### config.mk
export PLATFORM = sky130hd
export DESIGN_NAME = ram256_fifo_ctrl
export DESIGN_NICKNAME = d
export VERILOG_FILES = /design/src/rtl/ram256_fifo_ctrl.sv
export SDC_FILE = /design/constraint.sdc
export NUM_CORES = 1
export LEC_CHECK = 0
export CAP_MARGIN = 30
export CORE_AREA = 2 2 404 406
export CTS_CLUSTER_SIZE = 14
export DETAILED_ROUTE_END_ITERATION = 10
export DIE_AREA = 0 0 406 408
export DONT_BUFFER_PORTS = 1
export PLACE_DENSITY = 0.3
export SYNTH_ARGS = -nofsm -noshare
export SYNTH_HDL_FRONTEND = slang
export SYNTH_SLANG_ARGS = --single-unit
### constraint.sdc
create_clock -name clockCore -period 7.6 [get_ports clockCore]
set_input_delay 1.9 -clock clockCore [delete_from_list [all_inputs] [get_ports clockCore]]
set_output_delay 1.9 -clock clockCore [all_outputs]
set_load 0.05 [all_outputs]
### src/rtl/ram256_fifo_ctrl.sv
// FIFO controller in front of an 8x256 two-port RAM with a 1-cycle read latency.
// A 2-entry skid buffer absorbs the read latency so the head word can stream at one per cycle.
module ram256_fifo_ctrl (
  input  logic         clockCore,
  input  logic         resetCore,
  input  logic         clear,
  input  logic         pushValid,
  input  logic [255:0] pushData,
  output logic         pushReady,
  output logic         popValid,
  output logic [255:0] popData,
  input  logic         popReady,
  output logic [3:0]   level,
  output logic         ramEnableWrite,
  output logic [2:0]   ramAddressWrite,
  output logic [255:0] ramWriteData,
  output logic         ramEnableRead,
  output logic [2:0]   ramAddressRead,
  input  logic [255:0] ramReadData
);

  // Handshake: a transfer happens on a rising edge where valid and ready are both high;
  // ready never depends on the partner's valid, and a refused offer changes no state.

  logic [2:0]   wr_ptr_q, wr_ptr_d;
  logic [2:0]   rd_ptr_q, rd_ptr_d;
  logic [3:0]   ram_count_q, ram_count_d;
  logic         in_flight_q, in_flight_d;
  logic [1:0]   skid_count_q, skid_count_d;
  logic [255:0] skid0_q, skid0_d;
  logic [255:0] skid1_q, skid1_d;
  logic [3:0]   level_q, level_d;

  logic         push_fire;
  logic         pop_fire;
  logic         read_go;
  logic [1:0]   occ;

  assign pushReady       = !resetCore && !clear && (ram_count_q != 4'd8);
  assign popValid        = !resetCore && (skid_count_q != 2'd0);
  assign popData         = skid0_q;
  assign level           = level_q;
  assign ramEnableWrite  = push_fire;
  assign ramAddressWrite = resetCore ? 3'd0 : wr_ptr_q;
  assign ramWriteData    = pushData;
  assign ramEnableRead   = read_go;
  assign ramAddressRead  = resetCore ? 3'd0 : rd_ptr_q;

  always_comb begin
    push_fire = pushValid && pushReady;
    pop_fire  = popValid && popReady;
    // Skid slots already committed: held words plus the one returning from the RAM.
    occ       = skid_count_q + {1'b0, in_flight_q};
    read_go   = !resetCore && !clear && (ram_count_q != 4'd0) &&
                ((occ < 2'd2) || ((occ == 2'd2) && pop_fire));

    wr_ptr_d    = wr_ptr_q + {2'b00, push_fire};
    rd_ptr_d    = rd_ptr_q + {2'b00, read_go};
    ram_count_d = ram_count_q + {3'b000, push_fire} - {3'b000, read_go};
    in_flight_d = read_go;

    skid0_d      = skid0_q;
    skid1_d      = skid1_q;
    skid_count_d = skid_count_q;
    if (pop_fire) begin
      skid0_d      = skid1_q;
      skid_count_d = skid_count_d - 2'd1;
    end
    // The returning word lands behind whatever survives this cycle's pop.
    if (in_flight_q) begin
      if (skid_count_d == 2'd0) skid0_d = ramReadData;
      else                      skid1_d = ramReadData;
      skid_count_d = skid_count_d + 2'd1;
    end

    if (clear) begin
      wr_ptr_d     = 3'd0;
      rd_ptr_d     = 3'd0;
      ram_count_d  = 4'd0;
      in_flight_d  = 1'b0;
      skid_count_d = 2'd0;
    end

    level_d = ram_count_d + {3'b000, in_flight_d} + {2'b00, skid_count_d};
  end

  always_ff @(posedge clockCore) begin
    if (resetCore) begin
      wr_ptr_q     <= 3'd0;
      rd_ptr_q     <= 3'd0;
      ram_count_q  <= 4'd0;
      in_flight_q  <= 1'b0;
      skid_count_q <= 2'd0;
      skid0_q      <= '0;
      skid1_q      <= '0;
      level_q      <= 4'd0;
    end else begin
      wr_ptr_q     <= wr_ptr_d;
      rd_ptr_q     <= rd_ptr_d;
      ram_count_q  <= ram_count_d;
      in_flight_q  <= in_flight_d;
      skid_count_q <= skid_count_d;
      skid0_q      <= skid0_d;
      skid1_q      <= skid1_d;
      level_q      <= level_d;
    end
  end

endmodule

# Word-level counts from Yosys, hierarchy flattened
# Index checks and enable logic that the tools add are counted.
[totals] word_cells=47 regBits=529 input_bits=517 out_inout_bits=526
[classes] addsub=9 bitwise_logic=1 eq_ne=2 reduce_logical=16 muxes=10 order_cmp=1
[ops] cell="$mux 256" count=3
[ops] cell="$add 4x1->4" count=2
[ops] cell="$logic_and 1x1->1" count=8
[ops] cell="$add 3x1->3" count=2
[ops] cell="$mux 2" count=3
[ops] cell="$mux 3" count=2
[ops] cell="$add 4x2->4" count=1
[ops] cell="$mux 4" count=1
[ops] cell="$ne 4x4->1 const B" count=1
[ops] cell="$reduce_bool 4->1" count=1
[ops] cell="$sub 4x1->4" count=1
[ops] cell="$add 2x1->2" count=1
[ops] cell="$add 2x1->2 const B" count=1
[ops] cell="$eq 2x2->1 const B" count=1
[ops] cell="$logic_not 1->1" count=2
[ops] cell="$logic_not 2->1" count=1
[ops] cell="$lt 2x2->1 const B" count=1
[ops] cell="$reduce_and 2->1" count=1
[ops] cell="$reduce_bool 2->1" count=1
[ops] cell="$reduce_or 2->1" count=1
[ops] cell="$sub 2x1->2 const B" count=1
[ops] cell="$logic_or 1x1->1" count=1
[ops] cell="$mux 1" count=1
[ops] cell="$not 1->1" count=1

# Longest topological paths before layout
# Gate-level depths: netlist of the first run.
[depth] depth_word=10 mapped_depth=16 mapped_depth_nobuf=14

# Worst setup path after synthesis of the first run
# OpenSTA, ideal clock, no wires.
[synth_timing] path_type="input-to-output" from="in resetCore" to="out ramEnableWrite" arrival_time_ns=3.730 path_slack_ns=1.970 n_path_buf=1 t_required_ns=5.700 cell_stages=4 path_cell_list="or2_2 > clkbuf_1 > a21oi_1 > and2_1"
[synth_via] elab_chain_len=4
[synth_rtl] element="start, declared" line_no="5" text="input logic resetCore,"
[synth_rtl] element="$logic_not 1->1" line_no="39" text="assign pushReady = !resetCore && !clear && (ram_count_q != 4'd8);"
[synth_rtl] element="$logic_and 1x1->1 (2 in a row)" line_no="39"
[synth_rtl] element="via pushReady" line_no="9" text="output logic pushReady,"
[synth_rtl] element="$logic_and 1x1->1" line_no="50" text="push_fire = pushValid && pushReady;"
[synth_rtl] element="end, declared" line_no="14" text="output logic ramEnableWrite,"
# The timed path passes the listed nets, and every way through them passes these cells.

# Worst setup path in the final report of the first run
[layout_timing] from="in resetCore" to="out ramEnableRead"
[layout_via] elab_chain_len=6 word_cells_on_any_way=8 classes_between="reduce/logical: 8"
[layout_rtl] element="$logic_not 1->1 (*)" line_no="40, 54"
[layout_rtl] element="$logic_and 1x1->1" line_no="40" text="assign popValid = !resetCore && (skid_count_q != 2'd0);"
[layout_rtl] element="$logic_and 1x1->1" line_no="51" text="pop_fire = popValid && popReady;"
[layout_rtl] element="$logic_and 1x1->1" line_no="55" text="((occ < 2'd2) || ((occ == 2'd2) && pop_fire));"
[layout_rtl] element="$logic_or 1x1->1" line_no="55"
[layout_rtl] element="$logic_and 1x1->1 (*)" line_no="54" text="read_go = !resetCore && !clear && (ram_count_q != 4'd0) &&"
[layout_rtl] element="end, declared" line_no="17" text="output logic ramEnableRead,"
# Every way passes the cells marked *; elsewhere a longest branch is shown, timed or not.

==> out/results.tsv, run 1 <==
metric	value	unit
dr_total_vias	17510	
critPathRequiredTime	5.70	ns
setup_violations	0	
die_w	406	µm
wire_per_inst	17.2	µm
setup_tns	0	ns
fin_crit_sh	0.704	
grt_use_met1	0.106	
final_hold_viol_count	0	
grt_overflow	0	
p_total	6.56	mW
synth_async_sr_flop_share	0	
cp_num_buf_inv	0	
clkTransAtPathRegs	0.05	ns
synth_compound_area_frac	0.159	
hold_buffers	0	
h-tree-depth	3	
crit_chain	or3b_4 > o21ai_1 > and3_1	
r2r_cells	13	
slew_headroom	-0.390	
critPathLaunch	resetCore	
wl	81.4	mm
avgSynthCellArea	7.76	µm²
drive_gt1_frac	0.0547	
viasPerCell	3.70	
netlist.area_leader.share	0.472	
hold_slack	0.452	ns
min_period	5.35	ns
grtUsageMet2	0.151	
whs_path_depth	2	
cp.arrival	3.45	ns
worst_pin_slew	2.08	ns
diodes	0	
grt_max_degree	527	
fmax	187	MHz
endpoint_kind	output port	
r2r-start	skid_count_q[0]	
synth_area_leaders	dfxtp_1 (47%), nand2_1 (17%), a311oi_1 (10%), buf_4 (8.6%), a21oi_1 (5.8%)	
synth_top_family_by_area	simple AND/OR/NAND/NOR gates	
maxSlewViolCount	181	
cts_buffer_depth	3	
fp-row-count	148	
start_kind	input pin	
drt-initial-drc-count	1018	
synth_xor_area_frac	0.00273	
worstPathMaxFanout	526	
ys_ff_latch	529	
fin_nets	3043	
drc	0	
hpwl	50.7	mm
skew	0.0204	ns
failed_checks	slew limit	
postCtsSetupRepairBufs	0	
p_per_area	263	nW/µm²
clock_sinks	529	
grt.total_usage	0.0945	
synth_nets	3426	
cts_tree	yes	
min_path_type	flip-flop to flip-flop	
antenna_left	0	
synthSimpleGateAreaFrac	0.225	
area_growth_syn_to_layout	10.9	%
antenna_found_initial	1	
synth_fa_ha_area_frac	0.0105	
yosys.area.top_type	dfxtp_1	
setup_ws	2.25	ns
dp_cells	4609	
r2r_slack	3.11	ns
drt-pass1-iter-count	5	
root_buffer	clkbuf_16	
fin_cells	4733	
power_leakage	7.40	nW
max_cap_viol_count	0	
numPortBuffers	0	
hp-start	skid1_q[19]	
post-place-ws	1.92	ns
synth_area	22400	µm²
dieArea	166000	µm²
yosys_warnings	0	
ys.flop_type	dfxtp_1	
critical_path_class	input pin to output port	
grt_pass1_vias	16945	
initial_utilization	0.139	
cts_resized	0	
cts_buffers	73	
rsz0062_at_grt	no	
grt_first_pass_wirelength	119	mm
max-vdd-ir-drop	0.141	mV
outcome	complete, but fails checks	
synth_edf_count	0	
grt-busiest-layer	met2	
io_pins	1043	
die_h	408	µm
regToRegEndpoint	level[2]	
gp_congestion	0.701	
yosysUniqueCellTypes	27	
core	162000	µm²
insertion_delay	0.65	ns
crit_slowest_cell	or3b_4	
use_met3	0.0441	
hold-path-endpoint	skid1_q[19]	
crit_family	simple AND/OR/NAND/NOR gates	
seq_area_frac_synth	0.472	
synth_cells	2892	
yosys-mux-area-fraction	0.000446	
max_stage_delay	0.63	ns
-- worst min-delay path, stage by stage (launching register included) --
cell and delay (ns):
dfxtp_1 0.30, nand2_1 0.05, a21oi_1 0.05
-- metal layers --
layer,vias to the layer above,share of wire,wire length [µm]
met1,8228,0.40,32200
li1,8595,-,-
met3,175,0.11,8690
met2,510,0.46,37700
met4,2,0.033,2700
met5,-,0.00016,13
-- cells in the mapped netlist, drive strengths merged (2+ instances only) --
library cell     n
dfxtp          529
a311oi         256
fa               3
o21ai            3
xor2             2
ha              14
xnor2            5
inv              8
nand2b           2
clkbuf         133
nor2           270
or3              2
and2             7
buf            352
nor2b           11
a21oi          260
nand2         1026
and3             3
-- per-stage QoR --
stage	instance area, µm²	util
floorplan	22400	-
global placement	22600	0.140
detailed placement	22600	0.140
CTS	24900	0.154
global route	24900	0.154
finish	24900	0.154
-- layout make-up --
cell class,instances,area [µm²]
inverters,8,30.0
multi-input cells,1870,8960
fillers,18395,137000
clock buffers,110,2170
repair buffers,27,298
well taps,2175,2720
flip-flops and latches,529,10600
clock inverters,14,129
-- power by group --
part / total [mW] / switching (mW) / internal, mW
Sequential: 3.08 / 0.246 / 2.83
Combinational: 0.142 / 0.0851 / 0.0565
Clock: 3.34 / 1.35 / 1.99
-- sequential cells by signal, summed over array words and instances (netlist names) --
name / count
rd_ptr_q: 3
ram_count_q: 4
skid_count_q: 2
in_flight_q: 1
skid1_q: 256
wr_ptr_q: 3
level: 4
popData: 256
-- cells in the final DEF (no fill, tap or decap) --
master         n
nand2b_1       1
o21ai_0        2
clkinv_8       1
buf_12         7
nand2_4        1
clkinv_2       5
clkbuf_1      18
mux2i_1        1
xnor2_1        5
nor2b_4        1
xor2_1         2
nor2_1       269
a21oi_1      260
inv_6          2
fa_1           3
nor2b_1       10
a311oi_1     256
clkbuf_16     74
bufinv_16      1
nor2_2         1
nand2b_4       1
or3b_4         1
dfxtp_1      529
ha_1          14
a21o_1         1
and3_1         3
inv_1          8
or3_1          2
or2_2          1
o31ai_1        1
clkinvlp_4     3
clkinv_4       2
nand2_1     1025
buf_8          1
clkbuf_8      18
nor3b_4        1
and2_1         7
o21ai_1        1
buf_4         19
-- worst max-delay path by stage --
stage,to,slack [ns],cells past startpoint
6_report,ramEnableRead,2.25,3
5_1_grt,ramEnableRead,2.18,3
4_1_cts,ramEnableRead,2.22,3
3_5_place_dp,level[2],1.92,11
3_3_place_gp,level[2],1.96,11
2_1_floorplan,ramEnableWrite,1.97,4
-- cells by family after synthesis --
group,count (synthesis)
buffers and inverters,493
flip-flops,529
AND/OR/NAND/NOR,1324
multiplexers,1
XOR/XNOR,7
AO/OA/AOI/OAI,521
adder cells (fa/ha/maj),17
Power figures use the tool's default switching activity.
==> run 2: changes to the inputs <==
Settings changed: CORE_AREA 2 2 404 406 to 2 2 411 413, DIE_AREA 0 0 406 408 to 0 0 413 415.
Clock period 7.6 ns to 5.6 ns, I/O delays scaled along.
==> run 2 against run 1 <==
  * The run still ends with slew limit left
  * Flip-flop and latch count unchanged
  * Worst hold slack about the same
  * Combinational power increased by 45%
  * Critical endpoint is now ramEnableWrite
==> out/results.tsv, run 2 (same netlist as run 1, synthesis figures left out) <==
metric	value	unit
outcome	complete, but fails checks	
failed_checks	slew limit	
p_total	9.06	mW
placed_area	22900	µm²
maxSlewViolCount	154	
hold_buffers	0	
postCtsSetupRepairBufs	0	
grt_first_pass_wirelength	123	mm
setup_tns	0	ns
worst_pin_slew	1.91	ns
fin_crit_sh	0.752	
fp-row-count	150	
drive_gt1_frac	0.0624	
worstPathMaxFanout	526	
insertion_delay	0.66	ns
dp_cells	4656	
area_growth_syn_to_layout	12.8	%
design_area	25300	µm²
hpwl	54.9	mm
crit_slowest_cell	or2_2	
hold_slack	0.452	ns
antenna_left	0	
swShare	0.263	
start_kind	input pin	
h-tree-depth	3	
pwr-share-seq	0.461	
die_w	413	µm
drc	0	
critical_path_class	input pin to output port	
root_buffer	clkbuf_16	
clockPowerShare	0.516	
drt-pass1-iter-count	4	
die_h	415	µm
viasPerCell	3.68	
power_leakage	7.59	nW
wire_per_inst	17.8	µm
setup_violations	0	
initial_utilization	0.135	
cts_buffers	72	
grt.total_usage	0.0955	
antenna_found_initial	0	
slew_headroom	-0.275	
dr_total_vias	17591	
p_per_area	358	nW/µm²
cts_buffer_depth	3	
endpoint_kind	output port	
fin_cells	4786	
fin_nets	3061	
grt_overflow	0	
fin_util	0.152	
io_pins	1043	
wl	85.2	mm
cpMostUsedCell	buf_4	
max_stage_delay	0.45	ns
min_path_type	flip-flop to flip-flop	
max-vdd-ir-drop	0.177	mV
clkTransAtPathRegs	0.05	ns
grt_pass1_vias	17037	
skew	0.0281	ns
crit_chain	or2_2 > a21oi_1 > buf_4 > and2_1 > buf_4	
fmax	237	MHz
cts_resized	0	
grt_max_degree	527	
p_comb_frac	0.023	
final_cell_mix	nand2_1 (1025), dfxtp_1 (529), nor2_1 (269), a21oi_1 (260), a311oi_1 (256)	
final_hold_viol_count	0	
clock_sinks	529	
setup_ws	1.39	ns
min_period	4.21	ns
rsz0062_at_grt	no	
cts_tree	yes	
p_sw	2.39	mW
core	167000	µm²
critPathRequiredTime	4.20	ns
internal_power	6.68	mW
gp_congestion	0.703	
max_cap_viol_count	0	
cp.arrival	2.81	ns
drt-initial-drc-count	1134	
numPortBuffers	0	
dieArea	171000	µm²
layout_commonest_cell	nand2_1	
post-place-ws	0.997	ns
-- run 2: cell types whose count changed in the layout (fill, tap and decap cells not counted), moves of 2 or more --
cell       delta
buf_16        +2
clkbuf_1      +2
buf_12       +10
clkbuf_8      -8
bufinv_16     +3
clkinv_2      +5
clkinv_16     +3
buf_4         +8
-- run 2: path summary, 6_finish.rpt --
kind,slack [ns],cells past startpoint,end,start
setup reg to reg,1.76,14,level[2],skid_count_q[0]
hold reg to reg,0.45,2,skid1_q[123],skid1_q[123]
setup / recovery,1.39,5,ramEnableWrite,resetCore
hold / removal,0.45,2,skid1_q[123],skid1_q[123]
-- run 2: power groups by stage --
stage               clock [mW]  combinational (mW)  sequential [mW]
floorplan                    0               0.697             4.22
global route              5.04               0.235             4.19
CTS                       4.90               0.207             4.19
global placement             0               0.204             4.27
finish                    4.67               0.206             4.18
detailed placement           0               0.206             4.27
-- run 2: worst max-delay path, delay by kind of cell --
family          cells  cell delay [ns]
compound gates      1             0.19
buf+inv             2             0.47
simple gates        2             0.65
-- run 2: layout make-up --
type / instances / area, µm²
diodes: 1 / 2.50
clock buffers: 103 / 2040
clock inverters: 25 / 339
fillers: 19012 / 141000
inverters: 8 / 30.0
multi-input cells: 1870 / 8960
flip-flops and latches: 529 / 10600
well taps: 2204 / 2760
repair buffers: 46 / 598
-- run 2: per-layer routing --
metal / vias to the layer above / track usage / routed length, µm
li1: 8624 / - / -
met1: 8263 / 0.107 / 33800
met2: 530 / 0.150 / 38700
met3: 172 / 0.0472 / 9480
met4: 2 / 0.0443 / 3120
met5: - / 0.00735 / 52
